**config.mk**
```make
export PLATFORM = sky130hd
export DESIGN_NAME = wb_commit_ctrl
export DESIGN_NICKNAME = d
export VERILOG_FILES = /design/src/rtl/wb_commit_ctrl_pkg.sv /design/src/rtl/wb_decode.sv /design/src/rtl/wb_commit_ctrl.sv
export SDC_FILE = /design/constraint.sdc
export NUM_CORES = 1
export LEC_CHECK = 0
export CELL_PAD_IN_SITES_DETAIL_PLACEMENT = 1
export CELL_PAD_IN_SITES_GLOBAL_PLACEMENT = 1
export CORE_MARGIN = 2
export CORE_UTILIZATION = 30
export CTS_CLUSTER_DIAMETER = 80
export CTS_CLUSTER_SIZE = 24
export DETAILED_ROUTE_END_ITERATION = 16
export GPL_ROUTABILITY_DRIVEN = 0
export HOLD_SLACK_MARGIN = 0.15
export PLACE_DENSITY_LB_ADDON = 0.1
export REMOVE_ABC_BUFFERS = 1
export SLEW_MARGIN = 0
export SYNTH_ARGS = -nofsm -noshare
export SYNTH_HDL_FRONTEND = slang
export SYNTH_HIERARCHICAL = 1
export SYNTH_SLANG_ARGS = --single-unit
export TNS_END_PERCENT = 20
```
**constraint.sdc**
```tcl
create_clock -name clock -period 1.5 [get_ports clock]
set_input_delay 0.3 -clock clock [delete_from_list [all_inputs] [get_ports clock]]
set_output_delay 0.3 -clock clock [all_outputs]
set_load 0.05 [all_outputs]
```
**src/rtl/wb_commit_ctrl_pkg.sv**
```systemverilog
// Shared definitions for the writeback commit controller.
//   - opcode / aluop encodings decoded from the MEM/WB instruction
//   - status codes written to $rstatus on overflow / multdiv exception
//   - commit FSM state encoding
package wb_commit_ctrl_pkg;

   localparam logic [4:0] OP_RTYPE = 5'b00000;
   localparam logic [4:0] OP_ADDI  = 5'b00101;
   localparam logic [4:0] OP_LW    = 5'b01000;
   localparam logic [4:0] OP_JAL   = 5'b00011;
   localparam logic [4:0] OP_SETX  = 5'b10101;

   localparam logic [4:0] ALU_ADD  = 5'b00000;
   localparam logic [4:0] ALU_SUB  = 5'b00001;
   localparam logic [4:0] ALU_MUL  = 5'b00110;
   localparam logic [4:0] ALU_DIV  = 5'b00111;

   localparam int unsigned ST_ADD_OVF  = 1;
   localparam int unsigned ST_ADDI_OVF = 2;
   localparam int unsigned ST_SUB_OVF  = 3;
   localparam int unsigned ST_MUL_EXC  = 4;
   localparam int unsigned ST_DIV_EXC  = 5;

   typedef enum logic {
      IDLE = 1'b0,
      HOLD = 1'b1
   } state_t;

endpackage

```
**src/rtl/wb_decode.sv**
```systemverilog
// Combinational decode of the MEM/WB latch into a candidate register write.
// Ports:
//   mw_ir, mw_o, mw_d, mw_ovf : MEM/WB latch outputs
//   we, addr, data            : candidate write; we is already cleared for
//                               writes whose final address is $0
module wb_decode
   import wb_commit_ctrl_pkg::*;
#(
   parameter int unsigned WIDTH      = 32,
   parameter int unsigned AW         = 5,
   parameter int unsigned STATUS_REG = 30,
   parameter int unsigned LINK_REG   = 31
) (
   input  logic [31:0]      mw_ir,
   input  logic [WIDTH-1:0] mw_o,
   input  logic [WIDTH-1:0] mw_d,
   input  logic             mw_ovf,
   output logic             we,
   output logic [AW-1:0]    addr,
   output logic [WIDTH-1:0] data
);

   logic [4:0]    opcode;
   logic [4:0]    aluop;
   logic [AW-1:0] rd;
   logic          raw_we;
   logic          unused_ir_lsb;

   assign opcode        = mw_ir[31:27];
   assign aluop         = mw_ir[6:2];
   assign rd            = AW'(mw_ir[26:22]);
   assign unused_ir_lsb = ^mw_ir[1:0];

   always_comb begin
      raw_we = 1'b0;
      addr   = '0;
      data   = '0;
      unique case (opcode)
         OP_RTYPE: begin
            // mul/div results come back later through the multdiv port
            if (aluop != ALU_MUL && aluop != ALU_DIV) begin
               raw_we = 1'b1;
               if (mw_ovf && aluop == ALU_ADD) begin
                  addr = AW'(STATUS_REG);
                  data = WIDTH'(ST_ADD_OVF);
               end else if (mw_ovf && aluop == ALU_SUB) begin
                  addr = AW'(STATUS_REG);
                  data = WIDTH'(ST_SUB_OVF);
               end else begin
                  addr = rd;
                  data = mw_o;
               end
            end
         end
         OP_ADDI: begin
            raw_we = 1'b1;
            if (mw_ovf) begin
               addr = AW'(STATUS_REG);
               data = WIDTH'(ST_ADDI_OVF);
            end else begin
               addr = rd;
               data = mw_o;
            end
         end
         OP_LW: begin
            raw_we = 1'b1;
            addr   = rd;
            data   = mw_d;
         end
         OP_JAL: begin
            raw_we = 1'b1;
            addr   = AW'(LINK_REG);
            data   = mw_o;
         end
         OP_SETX: begin
            raw_we = 1'b1;
            addr   = AW'(STATUS_REG);
            data   = WIDTH'(mw_ir[26:0]);
         end
         default: ;
      endcase
   end

   assign we = raw_we && (addr != '0);

endmodule

```
**src/rtl/wb_commit_ctrl.sv**
```systemverilog
// Writeback commit controller: merges pipeline writes and multdiv completions
// onto the single registered register-file write port. When both arrive in
// the same cycle the multdiv write wins, the pipeline write is parked in a
// one-entry hold buffer and the MEM/WB latch is stalled until it drains.
// Ports:
//   clock, resetn               : clock, asynchronous active-low reset
//   mw_o, mw_d, mw_ir, mw_ovf   : MEM/WB latch outputs
//   md_valid, md_result, md_exc,
//   md_rd, md_is_div            : multdiv completion (single-cycle pulse)
//   rf_we, rf_waddr, rf_wdata   : registered register-file write port
//                                 (also the forwarding copy)
//   wb_stall                    : freeze MEM/WB latch and upstream
module wb_commit_ctrl
   import wb_commit_ctrl_pkg::*;
#(
   parameter int unsigned WIDTH      = 32,
   parameter int unsigned AW         = 5,
   parameter int unsigned STATUS_REG = 30,
   parameter int unsigned LINK_REG   = 31
) (
   input  logic             clock,
   input  logic             resetn,
   input  logic [WIDTH-1:0] mw_o,
   input  logic [WIDTH-1:0] mw_d,
   input  logic [31:0]      mw_ir,
   input  logic             mw_ovf,
   input  logic             md_valid,
   input  logic [WIDTH-1:0] md_result,
   input  logic             md_exc,
   input  logic [AW-1:0]    md_rd,
   input  logic             md_is_div,
   output logic             rf_we,
   output logic [AW-1:0]    rf_waddr,
   output logic [WIDTH-1:0] rf_wdata,
   output logic             wb_stall
);

   state_t           state, state_nxt;

   logic             pipe_we;
   logic [AW-1:0]    pipe_addr;
   logic [WIDTH-1:0] pipe_data;

   logic             md_we;
   logic [AW-1:0]    md_addr;
   logic [WIDTH-1:0] md_data;

   logic             buf_valid;
   logic [AW-1:0]    buf_addr;
   logic [WIDTH-1:0] buf_data;
   logic             buf_load, buf_clear;

   logic             commit_we;
   logic [AW-1:0]    commit_addr;
   logic [WIDTH-1:0] commit_data;

   wb_decode #(
      .WIDTH      (WIDTH),
      .AW         (AW),
      .STATUS_REG (STATUS_REG),
      .LINK_REG   (LINK_REG)
   ) u_decode (
      .mw_ir  (mw_ir),
      .mw_o   (mw_o),
      .mw_d   (mw_d),
      .mw_ovf (mw_ovf),
      .we     (pipe_we),
      .addr   (pipe_addr),
      .data   (pipe_data)
   );

   // An exception redirects the whole result to $rstatus.
   assign md_addr = md_exc ? AW'(STATUS_REG) : md_rd;
   assign md_data = md_exc ? (md_is_div ? WIDTH'(ST_DIV_EXC) : WIDTH'(ST_MUL_EXC))
                           : md_result;
   assign md_we   = md_valid && (md_addr != '0);

   // State register
   always_ff @(posedge clock or negedge resetn) begin
      if (!resetn) state <= IDLE;
      else         state <= state_nxt;
   end

   // Next-state logic
   always_comb begin
      state_nxt = state;
      unique case (state)
         IDLE: if (pipe_we && md_we) state_nxt = HOLD;
         HOLD: if (!md_we)           state_nxt = IDLE;
         default:                    state_nxt = IDLE;
      endcase
   end

   // Output / commit selection
   always_comb begin
      commit_we   = 1'b0;
      commit_addr = '0;
      commit_data = '0;
      buf_load    = 1'b0;
      buf_clear   = 1'b0;
      unique case (state)
         IDLE: begin
            if (md_we) begin
               commit_we   = 1'b1;
               commit_addr = md_addr;
               commit_data = md_data;
               buf_load    = pipe_we;
            end else if (pipe_we) begin
               commit_we   = 1'b1;
               commit_addr = pipe_addr;
               commit_data = pipe_data;
            end
         end
         HOLD: begin
            // mw_* is ignored here: the stalled latch replays it after HOLD
            if (md_we) begin
               commit_we   = 1'b1;
               commit_addr = md_addr;
               commit_data = md_data;
            end else begin
               commit_we   = buf_valid;
               commit_addr = buf_addr;
               commit_data = buf_data;
               buf_clear   = 1'b1;
            end
         end
         default: ;
      endcase
   end

   assign wb_stall = (state == HOLD);

   // Hold buffer
   always_ff @(posedge clock or negedge resetn) begin
      if (!resetn) begin
         buf_valid <= 1'b0;
         buf_addr  <= '0;
         buf_data  <= '0;
      end else if (buf_load) begin
         buf_valid <= 1'b1;
         buf_addr  <= pipe_addr;
         buf_data  <= pipe_data;
      end else if (buf_clear) begin
         buf_valid <= 1'b0;
      end
   end

   // Register-file write port; address/data only move on a commit
   always_ff @(posedge clock or negedge resetn) begin
      if (!resetn) begin
         rf_we    <= 1'b0;
         rf_waddr <= '0;
         rf_wdata <= '0;
      end else begin
         rf_we <= commit_we;
         if (commit_we) begin
            rf_waddr <= commit_addr;
            rf_wdata <= commit_data;
         end
      end
   end

endmodule

```
==> flow_summary.ini <==
[place]
placed_area_um2 = 8320
post-place-ws_ns = -1.65
portBuffers = 177
hpwl_um = 13600
place_inst = 927

[yosys]
synthTopCellsByArea = dfrtp_1 (36%), mux2i_1 (20%), mux2_2 (9.5%)
synth_common_cells = mux2i_1 (107), dfrtp_1 (77), mux2_2 (45)
async_reset_ff_share_pct = 100
synth_edf_count = 0
synth.largest_area_cell = dfrtp_1
synth_seq_area_share_pct = 36.2
yosysMostFrequentCell = mux2i_1
synth-seq-cells = 77
synthDistinctLibCells = 40
syn_area_um2 = 5320
avgSynthCellArea_um2 = 10.9
synthCells = 487
synth.top_cell.area_share_pct = 36.2
synth_flop_cell = dfrtp_1
ys_warn_count = 6

[grt]
grt_antenna_before_repair = 0
grt_pass1_wl_um = 30100
grt_pass1_vias = 5375
grt_max_degree = 77
track_usage_pct = 21.4
grt-ovfl-total = 0

[worst_setup_path]
path_buf_inv = 3
arrival_ns = 2.64
timing.rr.end = buf_data[6]$_DFFE_PN0P_
crit_type = in2reg
cp_max_fo = 7
endpoint_kind = register
cpMaxStageDelayCell = or4_4
crit_path_cell_trace = buf_6 -> or4_4 -> a311oi_2 -> and2_4 -> a21oi_4 -> o221ai_4 -> nand3b_4 -> a21oi_4 -> buf_12 -> buf_12 -> mux2_4
required_ns = 1.72
cp-start-kind = primary input
reg2reg_depth = 5
worst_path_dominant_cell_family = simple AND/OR/NAND/NOR gates
r2r_slack_ns = 0.01
max_stage_delay_ns = 0.53
r2r_start = wb_stall$_DFF_PN0_

[power]
powerDensity_nw_per_um2 = 830
p_clk_share_pct = 28.1
p_sw_mw = 2.44
swShare_pct = 32.7
internal_power_mw = 5.02
p_leak_nw = 4.08
irDropWorstVdd_uv = 585
pwr-share-seq_pct = 34.1
p_comb_share_pct = 37.7

[clock_network]
htreeDepth = 3
cts_inserted_buffers = 9
cts_max_path_buffers = 2
cts_tree = built
clock-root-buffer = clkbuf_16
clk_latency_ns = 0.34
clk_pin_slew_ns = 0.07
cts_num_sinks = 77

[routing]
vias = 4763
via_per_inst = 4.97
detail_route.wl_per_cell_um = 20.5
drtPass1Iterations = 4
drc_errors = 0
ant_nets = 0
routed_wl_um = 19600
initialDrtViolationCount = 163

[sta]
worst_pin_slew_ns = 0.444
setup_ws_ns = -0.918
setup_viol = 78
fin_crit_ns = 2.42
final.setup.tns_ns = -65.89
skew_ns = 0.00674
hold_violations = 0
final.period_utilization_pct = 161
rsz0062_at_grt = true
slew_headroom_pct = 70.4
drv_slew = 0
max_freq_ghz = 0.414

[floorplan]
ios = 178
core.rowCount = 48
die_height_um = 137
start_util_pct = 30.8
fp.dieW_um = 137
dieArea_um2 = 18800
core_um2 = 17300

[outcome]
outcome = finished with violations
violations = negative setup slack

[job]
maxCapViolCount = 0

[worst_hold_path]
hp-class = in2async

[finish]
antenna_cells = 0
area_growth_pct = 68.6
instances_no_fill = 959
fin_util_pct = 51.9
fin_area_um2 = 8970
drive_above_1_share_pct = 34.7
final_nets = 868
==> sequential cells by signal, summed over array words and instances (netlist names) <==
signal,flops
buf_data,32
buf_valid,1
buf_addr,5
rf_we,1
rf_wdata,32
wb_stall,1
rf_waddr,5
==> how the worst max path moves through the flow <==
stage / from / endpoint / depth (start not counted)
after detailed placement: mw_ir[31] / buf_addr[4]$_DFFE_PN0P_ / 10
after global placement: mw_ir[31] / buf_data[14]$_DFFE_PN0P_ / 10
after floorplan: mw_ir[31] / buf_addr[4]$_DFFE_PN0P_ / 8
after CTS: mw_ir[28] / buf_data[1]$_DFFE_PN0P_ / 12
final: mw_ir[29] / buf_data[6]$_DFFE_PN0P_ / 11
after global routing: mw_ir[29] / buf_data[3]$_DFFE_PN0P_ / 11
==> layer usage <==
layer  vias up  GRT usage [%]  part of all wire [%]
met5         -              0                     0
li1       2254              -                     -
met1      2351           26.7                    43
met4         0           6.30                   1.6
met3        17           4.05                   5.7
met2       141           37.3                    49
==> layout make-up <==
cell class	instances	area [µm²]
fillers	1790	8320
multi-input cells	368	3290
repair buffers	272	3200
flip-flops and latches	77	1930
well taps	225	282
clock buffers	9	225
clock inverters	7	51.3
inverters	1	3.75
==> placed cells by master (no fill, tap or decap), drive strengths merged, types with 16 or more instances in the layout <==
cell type / instances
nand2b: 32
clkdlybuf4s50: 126
mux2i: 107
dfrtp: 77
nor2: 16
a22oi: 27
buf: 135
mux2: 75
nand2: 30
o21ai: 42
==> repair_timing <==
item / CTS / global route
pin swaps: 10 / 9
hold endpoints to repair: 77 / 0
buffers inserted: 12 / 1
hold buffers: 1 / 0
gates resized for setup: 60 / 15
cloned: 4 / 2
setup endpoints to repair: 78 / 78
==> worst reg2reg max path, cell delays in order (launching register included) <==
cell and delay [ns]:
dfrtp_2 0.43, nand3b_4 0.17, a21oi_4 0.16, buf_12 0.16, buf_12 0.15, mux2_4 0.31
==> logic make-up (layout without fill, tap and decap cells) <==
logic type / count (synthesis) / after routing / synth area share [%]
compound gates: 87 / 87 / 10.8
buf+inv: 42 / 289 / 4.68
mux: 182 / 182 / 38.1
simple gates: 98 / 98 / 10.0
xor+xnor: 1 / 1 / 0.165
flops: 77 / 77 / 36.2
==> power by group through the flow <==
stage               registers (mW)  logic, mW  clock network (mW)
floorplan                     2.97      0.831                   0
global placement              2.57       2.64                   0
detailed placement            2.57       2.69                   0
CTS                           2.55       2.80                2.16
global route                  2.58       2.98                2.23
finish                        2.54       2.81                2.10
==> metrics by stage <==
| stage | power, mW | hold WS, ns |
|---|---|---|
| final | 7.45 | 0.275 |
| after global routing | 7.78 | 0.283 |
| after CTS | 7.50 | 0.266 |
| after detailed placement | 5.27 | 0.0950 |
| after global placement | 5.21 | 0.0945 |
| after floorplan | 3.80 | 0.00441 |
Power figures use the tool's default switching activity.
